[src/rtl/alu_pkg.sv]
// Shared definitions for the pipelined execute-stage ALU.
// Latency: n/a (types and constants only).
// Backpressure: n/a.
package alu_pkg;

  // aluOp encodings
  localparam logic [2:0] OP_ADD = 3'b000;
  localparam logic [2:0] OP_ADC = 3'b001;
  localparam logic [2:0] OP_SUB = 3'b010;
  localparam logic [2:0] OP_AND = 3'b011;
  localparam logic [2:0] OP_ORR = 3'b100;
  localparam logic [2:0] OP_EOR = 3'b101;
  localparam logic [2:0] OP_ROR = 3'b110;
  localparam logic [2:0] OP_MUL = 3'b111;

  // Bit positions inside the {N,Z,C,V} flag register
  localparam int FLAG_N = 3;
  localparam int FLAG_Z = 2;
  localparam int FLAG_C = 1;
  localparam int FLAG_V = 0;

  typedef enum logic {
    IDLE     = 1'b0,
    MUL_BUSY = 1'b1
  } state_t;

endpackage

[src/rtl/alu_mul_iter.sv]
// Iterative shift-add multiplier returning the low WIDTH bits of a*b.
// Latency: start edge loads operands, WIDTH further edges of one bit each; done is high in the last step's cycle.
// Backpressure: none; the caller must consume product in the cycle done is high.
//
// Ports:
//   clk, reset      clock, synchronous active-high reset (aborts a running multiply)
//   start           load a/b and begin (ignored while running is the caller's concern)
//   a, b            multiplicand, multiplier
//   done            final step happens on the coming edge; product is valid now
//   product         low WIDTH bits of a*b (combinational, valid when done)
module alu_mul_iter #(
  parameter int WIDTH = 32
) (
  input  logic             clk,
  input  logic             reset,
  input  logic             start,
  input  logic [WIDTH-1:0] a,
  input  logic [WIDTH-1:0] b,
  output logic             done,
  output logic [WIDTH-1:0] product
);

  localparam int CW = $clog2(WIDTH);

  logic             run;
  logic [CW-1:0]    cnt;
  logic [WIDTH-1:0] mcand;
  logic [WIDTH-1:0] mplier;
  logic [WIDTH-1:0] acc;
  logic [WIDTH-1:0] acc_nxt;

  // One partial product per cycle; bits shifted past WIDTH are the discarded high half.
  assign acc_nxt = mplier[0] ? (acc + mcand) : acc;
  assign done    = run && (cnt == CW'(WIDTH - 1));
  assign product = acc_nxt;

  always_ff @(posedge clk) begin
    if (reset) begin
      run    <= 1'b0;
      cnt    <= '0;
      mcand  <= '0;
      mplier <= '0;
      acc    <= '0;
    end else if (start) begin
      run    <= 1'b1;
      cnt    <= '0;
      mcand  <= a;
      mplier <= b;
      acc    <= '0;
    end else if (run) begin
      acc    <= acc_nxt;
      mcand  <= mcand << 1;
      mplier <= mplier >> 1;
      cnt    <= cnt + CW'(1);
      if (done) begin
        run <= 1'b0;
      end
    end
  end

endmodule

[src/rtl/alu_pipe.sv]
// Registered execute-stage ALU with architectural NZCV register and iterative MUL.
// Latency: accept at edge t -> result after edge t+1; MUL -> result after edge t+WIDTH+1.
// Backpressure: valid/ready; result held while out_valid && !out_ready, no accept meanwhile.
//
// Ports:
//   clk, reset                    clock, synchronous active-high reset
//   in_valid/in_ready             operation handshake (aluOp, aluIn1, aluIn2, set_flags)
//   aluIn1                        operand 1; SUB subtrahend; ROR amount
//   aluIn2                        operand 2; SUB minuend; ROR data
//   out_valid/out_ready, aluOut   result handshake
//   flags_out                     {N,Z,C,V} register; flags_we/flags_in load it directly
//   busy                          multiply in progress
module alu_pipe
  import alu_pkg::*;
#(
  parameter int         WIDTH     = 32,
  parameter logic [3:0] FLAGS_RST = 4'b0000
) (
  input  logic             clk,
  input  logic             reset,
  input  logic             in_valid,
  output logic             in_ready,
  input  logic [2:0]       aluOp,
  input  logic [WIDTH-1:0] aluIn1,
  input  logic [WIDTH-1:0] aluIn2,
  input  logic             set_flags,
  output logic             out_valid,
  input  logic             out_ready,
  output logic [WIDTH-1:0] aluOut,
  output logic [3:0]       flags_out,
  input  logic             flags_we,
  input  logic [3:0]       flags_in,
  output logic             busy
);

  localparam int M  = WIDTH - 1;
  localparam int LW = $clog2(WIDTH);

  state_t state_q, state_d;

  // Capture stage: holds an accepted op (or a finished product) until the result register frees up.
  logic             s1_vld;
  logic [2:0]       s1_op;
  logic [WIDTH-1:0] s1_a;
  logic [WIDTH-1:0] s1_b;
  logic             s1_sf;
  logic             s1_cin;

  logic [3:0]       flags_q, flags_d;
  logic             accept, s1_adv, mul_start, mul_done;
  logic [WIDTH-1:0] mul_product;

  logic [WIDTH-1:0]   res;
  logic               c_new, v_new;
  logic [WIDTH:0]     sum;
  logic [LW-1:0]      ror_amt;
  logic [2*WIDTH-1:0] ror_wide;

  assign in_ready  = (state_q == IDLE) && (!out_valid || out_ready);
  assign accept    = in_valid && in_ready;
  assign s1_adv    = s1_vld && (!out_valid || out_ready);
  assign mul_start = accept && (aluOp == OP_MUL);
  assign busy      = (state_q == MUL_BUSY);
  assign flags_out = flags_q;
  assign ror_amt   = s1_a[LW-1:0];

  alu_mul_iter #(.WIDTH(WIDTH)) u_mul (
    .clk     (clk),
    .reset   (reset),
    .start   (mul_start),
    .a       (aluIn1),
    .b       (aluIn2),
    .done    (mul_done),
    .product (mul_product)
  );

  always_comb begin
    state_d = state_q;
    case (state_q)
      IDLE:     if (mul_start) state_d = MUL_BUSY;
      MUL_BUSY: if (mul_done)  state_d = IDLE;
      default:  state_d = IDLE;
    endcase
  end

  // Result and C/V for the op in the capture stage; C/V default to "unchanged".
  always_comb begin
    res      = '0;
    c_new    = flags_q[FLAG_C];
    v_new    = flags_q[FLAG_V];
    sum      = '0;
    ror_wide = '0;
    case (s1_op)
      OP_ADD: begin
        sum   = {1'b0, s1_a} + {1'b0, s1_b};
        res   = sum[M:0];
        c_new = sum[WIDTH];
        v_new = (s1_a[M] == s1_b[M]) && (res[M] != s1_a[M]);
      end
      OP_ADC: begin
        sum   = {1'b0, s1_a} + {1'b0, s1_b} + (WIDTH+1)'(s1_cin);
        res   = sum[M:0];
        c_new = sum[WIDTH];
        v_new = (s1_a[M] == s1_b[M]) && (res[M] != s1_a[M]);
      end
      OP_SUB: begin
        res   = s1_b - s1_a;
        c_new = (s1_b >= s1_a);
        v_new = (s1_a[M] != s1_b[M]) && (res[M] != s1_b[M]);
      end
      OP_AND: res = s1_a & s1_b;
      OP_ORR: res = s1_a | s1_b;
      OP_EOR: res = s1_a ^ s1_b;
      OP_ROR: begin
        ror_wide = {s1_b, s1_b} >> ror_amt;
        res      = ror_wide[M:0];
        if (ror_amt != '0) c_new = res[M];
      end
      OP_MUL:  res = s1_a;  // product was parked in s1_a when the multiplier finished
      default: res = '0;
    endcase
  end

  // External load overrides a same-edge commit.
  always_comb begin
    flags_d = flags_q;
    if (s1_adv && s1_sf) flags_d = {res[M], (res == '0), c_new, v_new};
    if (flags_we)        flags_d = flags_in;
  end

  always_ff @(posedge clk) begin
    if (reset) begin
      state_q   <= IDLE;
      flags_q   <= FLAGS_RST;
      out_valid <= 1'b0;
      aluOut    <= '0;
      s1_vld    <= 1'b0;
      s1_op     <= OP_ADD;
      s1_a      <= '0;
      s1_b      <= '0;
      s1_sf     <= 1'b0;
      s1_cin    <= 1'b0;
    end else begin
      state_q <= state_d;
      flags_q <= flags_d;

      if (s1_adv) begin
        out_valid <= 1'b1;
        aluOut    <= res;
      end else if (out_ready) begin
        out_valid <= 1'b0;
      end

      // MUL sits in the capture stage invalid until its product arrives.
      if (accept)        s1_vld <= (aluOp != OP_MUL);
      else if (mul_done) s1_vld <= 1'b1;
      else if (s1_adv)   s1_vld <= 1'b0;

      if (accept) begin
        s1_op  <= aluOp;
        s1_a   <= aluIn1;
        s1_b   <= aluIn2;
        s1_sf  <= set_flags;
        // flags_d already includes a commit retiring on this edge, giving ADC the forwarded carry.
        s1_cin <= flags_d[FLAG_C];
      end else if (mul_done) begin
        s1_a <= mul_product;
      end
    end
  end

endmodule

[config.mk]
export PLATFORM = sky130hd
export DESIGN_NAME = alu_pipe
export DESIGN_NICKNAME = d
export VERILOG_FILES = /design/src/rtl/alu_pkg.sv /design/src/rtl/alu_mul_iter.sv /design/src/rtl/alu_pipe.sv
export SDC_FILE = /design/constraint.sdc
export NUM_CORES = 1
export LEC_CHECK = 0
export ABC_AREA = 0
export BUFFER_PORTS_ARGS = -buffer_cell sky130_fd_sc_hd__buf_2
export CAP_MARGIN = 10
export CORE_ASPECT_RATIO = 1.25
export CORE_MARGIN = 2
export CORE_UTILIZATION = 30
export DETAILED_ROUTE_END_ITERATION = 10
export HOLD_SLACK_MARGIN = 0.06
export SLEW_MARGIN = 20
export SYNTH_ARGS = -nofsm -noshare
export SYNTH_HDL_FRONTEND = slang
export SYNTH_HIERARCHICAL = 1
export SYNTH_SLANG_ARGS = --single-unit
[constraint.sdc]
create_clock -name clk -period 7.5 [get_ports clk]
set_clock_uncertainty 0.1 [all_clocks]
set_input_delay 0.75 -clock clk [delete_from_list [all_inputs] [get_ports clk]]
set_output_delay 0.75 -clock clk [all_outputs]
set_load 0.005 [all_outputs]
==> flow_metrics.py <==
metrics = {
    "synth": {
        "synth_top_family_by_area": "compound AO/OA/AOI/OAI gates",
        "synth-edff-count": 0,
        "synth_compound_area_share_pct": 24.7,
        "synth-seq-cells": 210,
        "synth-async-reset-ratio_pct": 0,
        "ys_warn_count": 6,
        "syn-mean-instance-area_um2": 7.50,
        "muxShareOfSynthArea_pct": 16.2,
        "postSynthCellCount": 2737,
        "synth_simple_gate_area_share_pct": 21.6,
        "syn-num-nets": 2948,
        "post_synth_num_cell_types": 102,
        "synthAdderAreaFrac_pct": 8.28,
        "synth.yosys.seq_area_share_pct": 20.5,
        "synth_ff_type": "dfxtp_1",
        "synth_xor_area_share_pct": 2.99,
        "netlist_area_um2": 20500,
    },
    "power_and_ir_drop": {
        "p_leak_uw": 0.00874,
        "power.density_nw_per_um2": 169,
        "ir_worst_vdd_v": 0.000155,
    },
    "global_route": {
        "grt_usage_pct": 21.9,
        "antenna_found_initial": 4,
        "grt.overflow.total": 0,
        "first_global_vias": 19900,
        "grt_pass1_wl_mm": 121,
        "grt_start_max_net_pins": 89,
    },
    "worst_setup_path": {
        "path_cells": "inv_1, ha_1, a211oi_1, o21ai_2, a31oi_1, xnor2_1, nand4_1, or4b_4, nor3_4, nand4_2, nor2_2, xnor2_1, o311a_1, or3_1, a21oi_1",
        "slowest_delay_ps": 1010,
        "critPathBufInv": 1,
        "cp.arrival_ps": 6270,
        "critical_path_cell_count": 15,
        "crit_family": "simple AND/OR/NAND/NOR gates",
        "r2r_cells": 15,
        "rr_endpoint": "flags_out[0]$_SDFFE_PP0P_",
        "startpoint": "s1_a[1]$_SDFFE_PP0P_",
        "crit_slowest_cell": "dfxtp_2",
        "cp-endpoint": "flags_out[0]$_SDFFE_PP0P_",
        "path_class": "reg2reg",
        "worstPathRequired_ps": 7900,
        "start_kind": "flip-flop",
        "end_kind": "flip-flop",
        "crit-reg2reg-launch": "s1_a[1]$_SDFFE_PP0P_",
        "path_common_cell": "xnor2_1",
        "worstPathMaxFanout": 34,
        "r2r_slack_ps": 1630,
    },
    "sta": {
        "worst_pin_slew_ps": 1230,
        "max_freq_mhz": 170,
        "slew_violations": 0,
        "fin_setup_tns_ps": 0,
        "period_share_pct": 78.2,
        "rsz0062_at_grt": "false",
        "setup_violations": 0,
        "slew_headroom_pct": 18.0,
        "fin_crit_ps": 5870,
        "hold_viol_final": 0,
    },
    "finish": {
        "fin_util_pct": 33.4,
        "area_growth_syn_to_layout_pct": 10.6,
        "final_common_cell": "nor2_1",
        "drive_gt1_share_pct": 13.1,
        "fin_nets": 2944,
        "final_cell_mix": "nor2_1, a21oi_1, nand2_1",
        "design_area_um2": 22700,
    },
    "worst_hold_path": {
        "hp-class": "in2reg",
        "min-delay-start": "flags_in[3]",
    },
    "floorplanning": {
        "start_util_pct": 30.2,
        "die_y_um": 296,
        "die_x_um": 238,
        "top_level_ports": 116,
        "rows": 107,
        "die_area_um2": 70500,
        "coreArea_um2": 67900,
    },
    "cts": {
        "cts_tree": "yes",
        "path_clk_slew_ps": 70,
        "clkSinkCount": 210,
        "clockBufferDepth": 3,
        "cts_resized": 0,
        "holdBufCountCts": 0,
        "clock_latency_ps": 570,
        "cts_made_buffers": 24,
        "cts_max_level": 1,
        "ctsRootBufferMaster": "clkbuf_16",
        "post_cts_buffers": 0,
    },
    "route": {
        "first_pass_iters": 5,
        "via_per_inst": 5.78,
        "drtIter0Drc": 1915,
        "post_drt_wl_per_cell_um": 21.9,
        "vias": 20900,
        "drc_errors": 0,
        "drtAntennaViolNets": 0,
        "drt-total-wl_mm": 79.4,
    },
    "placed_design": {
        "dpl-instance-area_um2": 21800,
        "routabilityCongestion": 0.998,
        "port_buffers": 115,
        "place_hpwl_mm": 60.5,
    },
    "run": {
        "maxCapViolations": 0,
    },
    "outcome": {
        "status": "complete, no violations",
    },
}
[metal layers]
metal  GRT usage (%)  vias up  wire, um
met5               0        -         0
met1            26.7    10000     32700
met3            2.92      208      4800
met2            38.0      763     37600
li1                -     9951         -
met4            10.4        0      4300
[power breakdown]
| group | leakage (uW) | internal [uW] | switching (uW) |
|---|---|---|---|
| clock | 0.000422 | 777 | 519 |
| sequential | 0.00171 | 1170 | 82.8 |
| combinational | 0.00661 | 472 | 827 |
| total | 0.00874 | 2420 | 1430 |
[layout make-up]
cell class,instances,area (um2)
fillers,7285,45200
multi-input cells,2221,15200
flip-flops and latches,210,4210
well taps,872,1090
repair buffers,162,935
clock buffers,32,682
inverters,114,429
clock inverters,11,174
diodes,1,2.50
[logic make-up after synthesis]
kind of cell    Yosys count
xor+xnor                 70
fa+ha+maj               134
mux                     274
flops                   210
compound gates          782
buf+inv                 306
simple gates            961
[flip-flops by register name, summed over array words and instances, names as in the netlist]
signal / count
aluOut: 32
busy: 1
flags_out: 4
out_valid: 1
s1_a: 32
s1_b: 32
s1_cin: 1
s1_op: 3
s1_sf: 1
s1_vld: 1
u_mul/acc: 32
u_mul/cnt: 5
u_mul/mcand: 32
u_mul/mplier: 32
u_mul/run: 1
[worst reg2reg max path: stages (launching register included)]
cell,delay (ps)
dfxtp_2,1010
inv_1,160
ha_1,410
a211oi_1,550
o21ai_2,190
a31oi_1,500
xnor2_1,350
nand4_1,390
or4b_4,680
nor3_4,300
nand4_2,180
nor2_2,140
xnor2_1,80
o311a_1,290
or3_1,350
a21oi_1,140
[synth_stat cells (all sizes together) (17+ instances only)]
master | count | area share (%)
nor2b | 21 | 0.64
o211ai | 23 | 0.87
ha | 131 | 8.0
a22oi | 21 | 0.77
clkbuf | 132 | 2.4
xnor2 | 51 | 2.2
nand2b | 19 | 0.58
nand3 | 36 | 0.88
nor4 | 22 | 0.80
or3 | 20 | 0.61
a21o | 26 | 0.95
buf | 60 | 1.3
o21ai | 107 | 2.6
inv | 113 | 2.1
a211oi | 70 | 2.6
o21a | 21 | 0.77
nor2 | 370 | 6.8
o22ai | 24 | 0.73
nand4 | 32 | 1.0
mux2i | 176 | 8.6
mux4 | 40 | 4.4
mux2 | 58 | 3.2
o221ai | 17 | 0.73
or2 | 17 | 0.54
nor3 | 54 | 1.4
nand2 | 286 | 5.2
a21oi | 308 | 7.6
dfxtp | 210 | 20
xor2 | 19 | 0.81
[worst min path at each step]
stage	slack [ps]	depth (start not counted)	to
finish	330	3	flags_out[3]$_SDFFE_PP0P_
global route	320	3	s1_sf$_SDFFE_PP0P_
floorplan	340	2	s1_sf$_SDFFE_PP0P_
global placement	340	2	aluOut[27]$_SDFFE_PP0P_
detailed placement	340	2	aluOut[30]$_SDFFE_PP0P_
CTS	310	3	s1_sf$_SDFFE_PP0P_
[per-stage QoR]
stage / setup WS [ps] / cells / power (uW) / hold slack, ps
2_1_floorplan: 2100 / 2737 / 2140 / 337
3_3_place_gp: 1790 / 3579 / 2540 / 342
3_5_place_dp: 1730 / 3579 / 2540 / 344
4_1_cts: 1730 / 3622 / 3850 / 306
5_1_grt: 1150 / 3623 / 4030 / 322
6_report: 1630 / 3623 / 3850 / 329
Power figures use the tool's default switching activity.
